==> config.mk <==
export PLATFORM = sky130hd
export DESIGN_NAME = conv_sched
export DESIGN_NICKNAME = d
export VERILOG_FILES = /design/src/rtl/conv_sched.sv
export SDC_FILE = /design/constraint.sdc
export NUM_CORES = 1
export LEC_CHECK = 0
export BUFFER_PORTS_ARGS = -buffer_cell sky130_fd_sc_hd__buf_2
export CORE_UTILIZATION = 30
export DETAILED_ROUTE_END_ITERATION = 12
export HOLD_SLACK_MARGIN = 0.15
export PLACE_DENSITY_LB_ADDON = 0.3
export SLEW_MARGIN = 25
export SYNTH_ARGS = -nofsm -noshare
export SYNTH_HDL_FRONTEND = slang
export SYNTH_SLANG_ARGS = --single-unit
==> constraint.sdc <==
create_clock -name clk -period 5.3 [get_ports clk]
set_input_delay 0.265 -clock clk [delete_from_list [all_inputs] [get_ports clk]]
set_output_delay 0.265 -clock clk [all_outputs]
set_load 0.02 [all_outputs]
==> src/rtl/conv_sched.sv <==
// Frame scheduler for the convolution engine: sequences row loads, column
// shifts and engine enables per tile, tags real results and drains the pipeline.
module conv_sched #(
  parameter int width   = 1920,
  parameter int height  = 1080,
  parameter int numCol  = 10,
  parameter int pipeLat = 6
) (
  input  logic        clk,
  input  logic        reset,
  input  logic        iStart,
  input  logic [2:0]  iMode,
  input  logic        iValid,
  output logic        oReq,
  output logic [10:0] oReqX,
  output logic [10:0] oReqY,
  output logic        oRowShift,
  output logic        oColShift,
  output logic        oEngEn,
  output logic        oValid,
  output logic        oBusy,
  output logic        oDone
);

  localparam int DW = (pipeLat > 1) ? $clog2(pipeLat) : 1;
  localparam logic [4:0]  NCOL  = 5'(numCol);
  localparam logic [11:0] WIDTH = 12'(width);
  localparam logic [11:0] HGT   = 12'(height);

  typedef enum logic [1:0] {S_IDLE, S_LOAD, S_COMPUTE, S_DRAIN} state_t;

  state_t               state_q, state_d;
  logic [3:0]           kw_q, kw_d;
  logic [3:0]           kh_q, kh_d;
  logic [10:0]          x_q, x_d;
  logic [10:0]          y_q, y_d;
  logic [2:0]           row_cnt_q, row_cnt_d;
  logic [4:0]           pos_cnt_q, pos_cnt_d;
  logic [DW-1:0]        drain_cnt_q, drain_cnt_d;
  logic [pipeLat-1:0]   tag_q, tag_d;
  logic                 valid_q, valid_d;

  logic [3:0]  mode_kw, mode_kh;
  logic [4:0]  p_w;
  logic [11:0] wout, hout, rem_w, x_next;
  logic [4:0]  pt;
  logic        row_last, pos_last, drain_last, more_x, more_y;

  // Modes 6 and 7 fall through to the 7x7 kernel.
  always_comb begin
    mode_kw = 4'd7;
    mode_kh = 4'd7;
    case (iMode)
      3'd0: begin mode_kw = 4'd3; mode_kh = 4'd1; end
      3'd1: begin mode_kw = 4'd5; mode_kh = 4'd1; end
      3'd2: begin mode_kw = 4'd7; mode_kh = 4'd1; end
      3'd3: begin mode_kw = 4'd3; mode_kh = 4'd3; end
      3'd4: begin mode_kw = 4'd5; mode_kh = 4'd5; end
      default: begin mode_kw = 4'd7; mode_kh = 4'd7; end
    endcase
  end

  // Tile geometry for the latched kernel; the last tile of a row may be short.
  always_comb begin
    p_w        = NCOL - {1'b0, kw_q} + 5'd1;
    wout       = WIDTH - {8'd0, kw_q} + 12'd1;
    hout       = HGT - {8'd0, kh_q} + 12'd1;
    rem_w      = wout - {1'b0, x_q};
    pt         = (rem_w < {7'd0, p_w}) ? rem_w[4:0] : p_w;
    x_next     = {1'b0, x_q} + {7'd0, p_w};
    more_x     = x_next < wout;
    more_y     = {1'b0, y_q} < (hout - 12'd1);
    row_last   = {1'b0, row_cnt_q} == (kh_q - 4'd1);
    pos_last   = pos_cnt_q == (pt - 5'd1);
    drain_last = drain_cnt_q == DW'(pipeLat - 1);
  end

  always_comb begin
    state_d     = state_q;
    kw_d        = kw_q;
    kh_d        = kh_q;
    x_d         = x_q;
    y_d         = y_q;
    row_cnt_d   = row_cnt_q;
    pos_cnt_d   = pos_cnt_q;
    drain_cnt_d = drain_cnt_q;
    oReq        = 1'b0;
    oColShift   = 1'b0;
    oEngEn      = 1'b0;
    oDone       = 1'b0;
    case (state_q)
      S_IDLE: begin
        if (iStart) begin
          state_d   = S_LOAD;
          kw_d      = mode_kw;
          kh_d      = mode_kh;
          x_d       = 11'd0;
          y_d       = 11'd0;
          row_cnt_d = 3'd0;
          pos_cnt_d = 5'd0;
        end
      end
      S_LOAD: begin
        oReq = 1'b1;
        if (iValid) begin
          if (row_last) begin
            row_cnt_d = 3'd0;
            pos_cnt_d = 5'd0;
            state_d   = S_COMPUTE;
          end else begin
            row_cnt_d = row_cnt_q + 3'd1;
          end
        end
      end
      S_COMPUTE: begin
        oEngEn    = 1'b1;
        oColShift = !pos_last;
        if (pos_last) begin
          pos_cnt_d = 5'd0;
          if (more_x) begin
            x_d     = x_next[10:0];
            state_d = S_LOAD;
          end else if (more_y) begin
            x_d     = 11'd0;
            y_d     = y_q + 11'd1;
            state_d = S_LOAD;
          end else begin
            drain_cnt_d = '0;
            state_d     = S_DRAIN;
          end
        end else begin
          pos_cnt_d = pos_cnt_q + 5'd1;
        end
      end
      S_DRAIN: begin
        oEngEn = 1'b1;
        if (drain_last) begin
          oDone   = 1'b1;
          state_d = S_IDLE;
        end else begin
          drain_cnt_d = drain_cnt_q + DW'(1);
        end
      end
      default: state_d = S_IDLE;
    endcase
  end

  // Tags move in lockstep with the engine: a 1 marks a real window sample,
  // a 0 marks a flush bubble pushed during drain.
  always_comb begin
    tag_d = tag_q;
    if (oEngEn) begin
      tag_d    = tag_q << 1;
      tag_d[0] = (state_q == S_COMPUTE);
    end
    valid_d = oEngEn & tag_q[pipeLat-1];
  end

  always_ff @(posedge clk or posedge reset) begin
    if (reset) begin
      state_q     <= S_IDLE;
      kw_q        <= 4'd3;
      kh_q        <= 4'd3;
      x_q         <= 11'd0;
      y_q         <= 11'd0;
      row_cnt_q   <= 3'd0;
      pos_cnt_q   <= 5'd0;
      drain_cnt_q <= '0;
      tag_q       <= '0;
      valid_q     <= 1'b0;
    end else begin
      state_q     <= state_d;
      kw_q        <= kw_d;
      kh_q        <= kh_d;
      x_q         <= x_d;
      y_q         <= y_d;
      row_cnt_q   <= row_cnt_d;
      pos_cnt_q   <= pos_cnt_d;
      drain_cnt_q <= drain_cnt_d;
      tag_q       <= tag_d;
      valid_q     <= valid_d;
    end
  end

  assign oReqX     = x_q;
  assign oReqY     = y_q + {8'd0, row_cnt_q};
  assign oRowShift = oReq & iValid;
  assign oBusy     = (state_q != S_IDLE);
  assign oValid    = valid_q;

endmodule

==> flow_summary.json, run 1 <==
{
  "synth_nets": 465,
  "arrival_ns": 4.98,
  "clock_latency_ns": 0.28,
  "synth_flop_cell": "dfrtp_1",
  "power_density_nw_per_um2": 567.2,
  "antenna_found_initial": 0,
  "outcome": "finished, final reports clean",
  "ff2ff_path_depth": 14,
  "pwr-share-clk": 0.151,
  "finalMaxSlewViolations": 0,
  "synth.yosys.seq_area_share": 0.3059,
  "final_cell_area_sq_um": 4125,
  "grt_pass1_wl_mm": 15.19,
  "yosys_register_bits": 45,
  "netlist_area_sq_um": 3690,
  "finalHoldViolCount": 0,
  "numCtsBuffers": 5,
  "first_global_vias": 3075,
  "ys_types": 66,
  "rows": 40,
  "path_cells": "inv_1, ha_1, ha_1, xnor2_1, ha_1, nor2b_1, o21a_1, a211oi_1, and4bb_1, o2111ai_2, o211ai_2, nand2_2, or4_1, mux2_4",
  "cp-end-kind": "flop",
  "first_pass_iters": 4,
  "tns_ns": 0,
  "cts.sinks": 45,
  "p_seq_frac": 0.238,
  "ys_async_sr_fraction": 1.000,
  "crit_family": "simple AND/OR/NAND/NOR gates",
  "r2r_setup_slack_ns": 0.49,
  "fillerInstances": 1243,
  "tightest_slew_ns": 0.8142,
  "cts_tree": "yes",
  "gp_congestion": 0.8036,
  "grt_use_total": 0.1455,
  "cts_setup_buffers": 0,
  "hold_buffers": 0,
  "crit_buf_inv": 1,
  "multi_input_area_sq_um": 2387,
  "final_common_cell": "dfrtp_1",
  "fin_crit_sh": 0.9082,
  "clk_pin_slew_ns": 0.06,
  "worst_path_max_delay_cell": "or4_1",
  "synth-edff-count": 0,
  "cts_htree_levels": 2,
  "ant_nets": 0,
  "slew_headroom": 0.4572,
  "crit_path_start_kind": "flop",
  "fin_cells": 597,
  "viasPerCell": 5.241,
  "rsz0062_at_grt": "false",
  "syn_avg_cell_area_sq_um": 8.661,
  "io_buffers": 34,
  "drc": 0,
  "fin_crit_ns": 4.813,
  "seqCellArea_sq_um": 1129,
  "grt_max_degree": 46,
  "synthCells": 426,
  "dr.first_iter.drc_count": 101,
  "dpl.cell_count": 589,
  "skew_ns": 0.003874,
  "layout_common_cells": "dfrtp_1 (43), nor2_1 (40), nand2_1 (34), buf_2 (34), ha_1 (30)",
  "ctsResizeCount": 0,
  "swShare": 0.4682,
  "placed_cell_area_sq_um": 3960,
  "cp_max_fo": 10,
  "ioPinCount": 36,
  "critPathMostFrequentCell": "ha_1",
  "p_int_uw": 1244,
  "hpwl_mm": 6.647,
  "path_class": "reg -> reg",
  "routedWlPerCell_um": 14.74,
  "core_sq_um": 12010,
  "crit_required_ns": 5.47,
  "ir_worst_vdd_uv": 266.1,
  "wl_mm": 8.798,
  "power.switching_uw": 1095,
  "clockBufferDepth": 2,
  "final_layout_size_suffix_gt1_frac": 0.1356,
  "r2r-start": "kw_q[1]$_DFFE_PP1P_",
  "critPathMaxStageDelay_ns": 0.75,
  "n_antenna_cell": 0,
  "cts_root_buffer": "clkbuf_16",
  "hold_class": "in -> async",
  "initial_utilization": 0.3072,
  "syn_to_final_growth_pct": 11.80,
  "setup_viol": 0,
  "yosysWarnings": 0,
  "leakage_uw": 0.001941,
  "dieArea_sq_um": 12750,
  "fmax_ghz": 0.2078,
  "nets": 488,
  "reg2reg_to": "oReqX[5]$_DFFE_PP0P_",
  "die_x_um": 112.9,
  "max_cap_violations": 0,
  "p_comb_frac": 0.611,
  "die_h_um": 112.9,
  "overflow": 0,
  "via_count": 3129
}
## power groups by stage
stage          clock, uW  sequential (uW)  combinational, uW
3_5_place_dp           0              565               1420
2_1_floorplan          0              529               1150
5_1_grt              377              577               1620
3_3_place_gp           0              563               1410
4_1_cts              364              559               1430
6_report             353              558               1430
## how the worst max path moves through the flow
stage / slack, ns / end / from / cells past startpoint
2_1_floorplan: 1.02 / y_q[5]$_DFFE_PP0P_ / kw_q[1]$_DFFE_PP1P_ / 17
3_3_place_gp: 0.64 / oReqX[5]$_DFFE_PP0P_ / kw_q[1]$_DFFE_PP1P_ / 14
3_5_place_dp: 0.52 / y_q[5]$_DFFE_PP0P_ / kw_q[1]$_DFFE_PP1P_ / 17
4_1_cts: 0.50 / oReqX[5]$_DFFE_PP0P_ / kw_q[1]$_DFFE_PP1P_ / 14
5_1_grt: 0.07 / y_q[5]$_DFFE_PP0P_ / kw_q[1]$_DFFE_PP1P_ / 17
6_report: 0.49 / oReqX[5]$_DFFE_PP0P_ / kw_q[1]$_DFFE_PP1P_ / 14
## sequential cells by signal, summed over array words and instances, names as in the netlist, 3 cells and up
name	flops
drain_cnt_q	3
oReqX	10
pos_cnt_q	5
row_cnt_q	3
tag_q	6
y_q	11
## metrics by stage
stage / power [uW] / setup WS (ns) / hold slack, ns / util
detailed placement: 1986 / 0.5227 / 0.4700 / 0.3297
finish: 2340 / 0.4866 / 0.1025 / 0.3434
global placement: 1968 / 0.6407 / 0.4629 / 0.3297
CTS: 2355 / 0.4966 / 0.2295 / 0.3433
global route: 2573 / 0.07216 / 0.1846 / 0.3434
floorplan: 1681 / 1.021 / 0.3704 / -
## cells by family after synthesis
logic type / Yosys count / synth area share
simple gates: 155 / 0.2130
flops: 45 / 0.3059
compound gates: 111 / 0.2096
buf+inv: 41 / 0.04713
mux: 16 / 0.05154
xor+xnor: 25 / 0.05934
fa+ha+maj: 32 / 0.1126
other cells: 1 / 0.001016
## routing by layer
layer,global-route usage,vias to the layer above,wire [um]
met3,0.01875,9,212
met1,0.1999,1503,4364
met2,0.2469,47,4145
li1,-,1570,-
met5,0,-,0
met4,0.02632,0,75
## synthesized netlist by cell type, drive strengths merged (2+ instances only)
library cell,number,area share
a211o,5,0.012
a211oi,5,0.010
a21boi,2,0.0041
a21o,9,0.018
a21oi,17,0.023
a221oi,4,0.011
a22o,4,0.0095
a31o,2,0.0047
and2,6,0.010
and3,6,0.010
buf,5,0.011
clkbuf,14,0.014
dfrtp,43,0.29
dfstp,2,0.014
fa,2,0.011
ha,30,0.10
inv,22,0.022
mux2,8,0.026
mux2i,8,0.025
nand2,35,0.036
nand2b,10,0.017
nand3,13,0.018
nand4,5,0.0085
nor2,40,0.041
nor2b,7,0.012
nor3,6,0.0081
nor3b,5,0.010
nor4,4,0.0068
nor4b,2,0.0047
o2111ai,2,0.0064
o211ai,5,0.012
o21a,5,0.010
o21ai,30,0.041
o21bai,4,0.0081
o2bb2ai,2,0.0047
o31a,3,0.0071
o31ai,3,0.0061
or2,2,0.0034
or3,8,0.014
or4,4,0.0081
xnor2,14,0.033
xor2,11,0.026
## layout make-up
class | instances | area share
Clock inverter | 2 | 0.008493
Multi-Input combinational cell | 340 | 0.5787
Inverter | 22 | 0.02032
Timing Repair Buffer | 35 | 0.04307
Clock buffer | 6 | 0.03124
Sequential cell | 45 | 0.2736
Tap cell | 147 | 0.04459
No activity file was read; power rests on OpenSTA's default activity.
==> run 2, diff against run 1 <==
- GPL_TIMING_DRIVEN: not set -> 0
==> flow_summary.json, run 2 (synthesis results as in run 1) <==
{
  "clockBufferDepth": 2,
  "clock_latency_ns": 0.29,
  "ff2ff_path_depth": 17,
  "rsz0062_at_grt": "false",
  "cp_max_fo": 7,
  "r2r-start": "kw_q[1]$_DFFE_PP1P_",
  "grt_max_degree": 28,
  "wl_mm": 9.052,
  "power_density_nw_per_um2": 558.4,
  "arrival_ns": 5.22,
  "ant_nets": 0,
  "p_comb_frac": 0.644,
  "final_util": 0.3510,
  "gp_congestion": 0.8104,
  "syn_to_final_growth_pct": 14.28,
  "layout_common_cells": "dfrtp_1 (43), nor2_1 (40), buf_2 (35)",
  "swShare": 0.4788,
  "tightest_slew_ns": 0.6783,
  "max_cap_violations": 0,
  "power.switching_uw": 1127,
  "hold_path_depth": 3,
  "final_cell_area_sq_um": 4217,
  "grt_pass1_wl_mm": 15.13,
  "path_cells": "inv_1, ha_1, fa_1, a21oi_1, nor2_1, nand2_1, nand2_1, ha_1, nor2_1, or4_1, o21ai_0, and2_1, o221ai_1, o21ai_2, nand4_1, or4_1, a21oi_1",
  "die_h_um": 112.9,
  "cts_root_buffer": "clkbuf_16",
  "finalHoldViolCount": 0,
  "worst_path_max_delay_cell": "dfstp_2",
  "cp-end-kind": "flop",
  "critPathMaxStageDelay_ns": 0.59,
  "dieArea_sq_um": 12750,
  "p_seq_frac": 0.225,
  "finalMaxSlewViolations": 0,
  "largest-register": "y_q",
  "largest_reg_flops": 11,
  "fmax_ghz": 0.1999,
  "skew_ns": 0.006782,
  "pwr-share-clk": 0.131,
  "via_count": 3197,
  "dpl.cell_count": 608,
  "reg2reg_to": "y_q[5]$_DFFE_PP0P_",
  "setup_viol": 0,
  "clk_pin_slew_ns": 0.06,
  "hold_class": "in -> reg",
  "path_class": "reg -> reg",
  "routedWlPerCell_um": 14.67,
  "whs_endpoint": "kh_q[2]$_DFFE_PP0P_",
  "core_sq_um": 12010,
  "rows": 40,
  "crit_path_start_kind": "flop",
  "outcome": "finished, final reports clean",
  "p_int_uw": 1227,
  "crit_required_ns": 5.51,
  "dr.first_iter.drc_count": 161,
  "initial_utilization": 0.3072,
  "fin_cells": 617,
  "cts.sinks": 45,
  "drc": 0,
  "grt_use_total": 0.1464,
  "r2r_setup_slack_ns": 0.30,
  "leakage_uw": 0.001984,
  "hpwl_mm": 6.935,
  "slew_headroom": 0.5478,
  "fillerInstances": 1260,
  "cts_htree_levels": 2,
  "holdCritStartpoint": "iMode[2]",
  "final_common_cell": "dfrtp_1",
  "n_antenna_cell": 0,
  "viasPerCell": 5.182,
  "first_pass_iters": 4,
  "tns_ns": 0,
  "antenna_found_initial": 0,
  "die_x_um": 112.9,
  "placed_cell_area_sq_um": 4064,
  "numCtsBuffers": 5,
  "cts_tree": "yes",
  "fin_crit_sh": 0.9440,
  "ir_worst_vdd_uv": 227.7,
  "first_global_vias": 3116,
  "overflow": 0,
  "nets": 508,
  "fin_crit_ns": 5.003,
  "ioPinCount": 36,
  "io_buffers": 34,
  "final_layout_size_suffix_gt1_frac": 0.1426,
  "cts_setup_buffers": 0
}
run 2: cell count changes in the layout (fill, tap and decap cells not counted), sizes merged:
cell         delta
clkbuf         +14
buf             +5
inv             +1
bufinv          -1
dlygate4sd3     +1
run 2: metrics by stage:
step / total power [uW] / hold slack (ns) / setup WS [ns]
6_report: 2354 / 0.2370 / 0.2966
5_1_grt: 2560 / 0.2468 / 0.03542
4_1_cts: 2370 / 0.2300 / 0.2314
3_5_place_dp: 2052 / 0.2964 / 0.2623
3_3_place_gp: 2006 / 0.4656 / 0.3065
2_1_floorplan: 1681 / 0.3704 / 1.021
run 2: worst max path at each step:
stage / startpoint / to / slack [ns] / cells after the start
floorplan: kw_q[1]$_DFFE_PP1P_ / y_q[5]$_DFFE_PP0P_ / 1.02 / 17
finish: kw_q[1]$_DFFE_PP1P_ / y_q[5]$_DFFE_PP0P_ / 0.30 / 17
detailed placement: kw_q[1]$_DFFE_PP1P_ / y_q[5]$_DFFE_PP0P_ / 0.26 / 17
CTS: kw_q[1]$_DFFE_PP1P_ / y_q[5]$_DFFE_PP0P_ / 0.23 / 17
global placement: kw_q[1]$_DFFE_PP1P_ / y_q[5]$_DFFE_PP0P_ / 0.31 / 17
global route: kw_q[1]$_DFFE_PP1P_ / y_q[5]$_DFFE_PP0P_ / 0.04 / 17
run 2: area by class of cell:
type	count	area, sq um	share of cell area
sequential	45	1129	0.2677
multi-input combinational	340	2391	0.5671
clock buffer	6	128.9	0.03056
timing repair buffer	36	200.2	0.04748
inverter	22	82.58	0.01958
clock inverter	2	10.01	0.002374
buffer	19	91.34	0.02166
tap	147	183.9	0.04362
run 2: power groups by stage:
stage	registers (uW)	clock network [uW]	logic (uW)
6_report	531	309	1520
3_5_place_dp	538	0	1510
2_1_floorplan	529	0	1150
4_1_cts	532	315	1520
3_3_place_gp	534	0	1470
5_1_grt	549	328	1680
run 2: routing by layer:
| layer | vias up | GRT usage | wire, um |
|---|---|---|---|
| li1 | 1612 | - | - |
| met1 | 1538 | 0.1896 | 4422 |
| met2 | 41 | 0.2597 | 4329 |
| met3 | 6 | 0.01821 | 219 |
| met4 | 0 | 0.03421 | 82 |
| met5 | - | 0 | 0 |
run 2: repair_timing:
item,CTS,global route
hold endpoints to repair,17,0
resized for setup,0,1
hold buffers,1,0
endpoints found under the setup margin,0,2
run 2: worst max-delay path: cells and delay by family (launching register included):
| kind | cells | cell delay (ns) |
|---|---|---|
| adder cells (fa/ha/maj) | 3 | 1.08 |
| buffers and inverters | 1 | 0.15 |
| flip-flops | 1 | 0.59 |
| AO/OA/AOI/OAI | 5 | 1.30 |
| AND/OR/NAND/NOR | 8 | 1.78 |
==> run 3, diff against run 2 <==
- CORE_ASPECT_RATIO: not set -> 1.1
==> flow_summary.json, run 3 (synthesis results as in run 1) <==
{
  "outcome": "finished, final reports clean",
  "grt_max_degree": 28,
  "overflow": 0,
  "slew_headroom": 0.5265,
  "finalMaxSlewViolations": 0,
  "grt_pass1_wl_mm": 16.00,
  "grt_use_total": 0.1550,
  "power_density_nw_per_um2": 557.4,
  "ant_nets": 0,
  "max_cap_violations": 0,
  "fin_cells": 625,
  "cp_max_fo": 7,
  "ioPinCount": 36,
  "viasPerCell": 5.179,
  "path_class": "reg -> reg",
  "via_count": 3237,
  "final_common_cell": "dfrtp_1",
  "nets": 509,
  "reg2reg_to": "y_q[5]$_DFFE_PP0P_",
  "hpwl_mm": 7.019,
  "hold_class": "in -> reg",
  "syn_to_final_growth_pct": 14.82,
  "tns_ns": 0,
  "crit_required_ns": 5.51,
  "core_sq_um": 12030,
  "m1WireLength_mm": 4.239,
  "io_buffers": 34,
  "dieArea_sq_um": 12750,
  "dpl.cell_count": 615,
  "rsz0062_at_grt": "false",
  "cp-endpoint": "y_q[5]$_DFFE_PP0P_",
  "cts_root_buffer": "clkbuf_16",
  "clockBufferDepth": 2,
  "largest_reg_flops": 11,
  "final_layout_size_suffix_gt1_frac": 0.1465,
  "die_x_um": 107.7,
  "crit_path_start_kind": "flop",
  "cts_htree_levels": 2,
  "wl_met3_um": 200,
  "n_antenna_cell": 0,
  "tightest_slew_ns": 0.7102,
  "cts_tree": "yes",
  "antenna_found_initial": 0,
  "rows": 42,
  "cp-end-kind": "flop",
  "r2r-start": "kw_q[1]$_DFFE_PP1P_",
  "skew_ns": 0.006436,
  "cts.sinks": 45,
  "clock_latency_ns": 0.29,
  "ir_worst_vdd_uv": 271.4,
  "largest-register": "y_q",
  "fin_crit_sh": 0.9226,
  "drc": 0,
  "leakage_uw": 0.001987,
  "layout_common_cells": "dfrtp_1 (43), nor2_1 (40), buf_2 (35)",
  "wl_met2_mm": 4.673,
  "fin_crit_ns": 4.890,
  "dr.first_iter.drc_count": 161,
  "finalHoldViolCount": 0,
  "first_global_vias": 3246,
  "setup_viol": 0,
  "routedWlPerCell_um": 14.66,
  "arrival_ns": 5.10,
  "first_pass_iters": 4,
  "wl_mm": 9.160,
  "ff2ff_path_depth": 17,
  "r2r_setup_slack_ns": 0.41,
  "top_layer": "met4",
  "fmax_ghz": 0.2045,
  "gp_congestion": 0.8259,
  "initial_utilization": 0.3066,
  "crit_start": "kw_q[1]$_DFFE_PP1P_",
  "die_h_um": 118.3,
  "clk_pin_slew_ns": 0.06,
  "numCtsBuffers": 5
}
-- run 3: cell count changes in the layout (fill, tap and decap cells not counted), sizes merged --
cell | previous run | this run
clkinvlp | 0 | 1
buf | 40 | 41
clkbuf | 20 | 19
-- run 3: worst max-delay path: stages, from the launching register on --
cell	delay [ns]
dfstp_2	0.59
inv_1	0.15
ha_1	0.30
fa_1	0.45
a21oi_1	0.32
nor2_1	0.11
nand2_1	0.10
nand2_1	0.06
ha_1	0.35
nor2_1	0.05
or4_1	0.38
o21ai_0	0.15
and2_1	0.14
o221ai_1	0.33
o21ai_2	0.30
nand4_1	0.33
or4_1	0.56
a21oi_1	0.14
-- run 3: power breakdown --
group	internal, uW	switching [uW]	total (uW)	leakage (uW)
Combinational	618	905	1520	0.00132
Sequential	438	92.2	530	0.000595
Clock	173	135	308	0.0000696
-- run 3: cell type report --
cell class	count	area, sq um
tap	154	192.7
timing repair buffer	37	207.7
buffer	19	91.34
inverter	22	82.58
multi-input combinational	340	2391
fill	1246	7797
clock inverter	3	17.52
clock buffer	5	125.1
sequential	45	1129
-- run 3: how the worst min path moves through the flow --
stage                               startpoint                    to  slack (ns)  cells past startpoint
after floorplan                       iMode[2]   kh_q[2]$_DFFE_PP0P_        0.37                      2
after global placement    tag_q[5]$_DFFE_PP0N_      oValid$_DFF_PP0_        0.47                      1
after detailed placement                 reset  oReqX[8]$_DFFE_PP0P_        0.31                      2
after CTS                             iMode[2]   kh_q[2]$_DFFE_PP0P_        0.23                      3
after global routing                  iMode[2]   kh_q[2]$_DFFE_PP0P_        0.24                      3
final                                 iMode[2]   kh_q[2]$_DFFE_PP0P_        0.23                      3
-- run 3: per-stage QoR --
stage	setup slack, ns	hold slack, ns	power [uW]	cell area (sq um)	util
final	0.4100	0.2301	2362	4237	0.3520
after global routing	0.08068	0.2395	2577	4237	0.3520
after CTS	0.2395	0.2270	2372	4225	0.3511
after detailed placement	0.2814	0.3057	2054	4073	0.3384
after global placement	0.3158	0.4668	2008	4053	0.3368
after floorplan	1.021	0.3704	1681	3690	-
-- run 3: metal layers --
layer	up-vias	GRT usage
met4	0	0.03253
met1	1557	0.2046
li1	1621	-
met3	6	0.01434
met2	53	0.2716
met5	-	0
-- run 3: timing repair --
| item | CTS | global route |
|---|---|---|
| gates resized for setup | 0 | 1 |
| hold buffers | 1 | 0 |
| endpoints found under the hold margin | 18 | 0 |
| setup buffers | 0 | 1 |
| setup endpoints to repair | 0 | 2 |
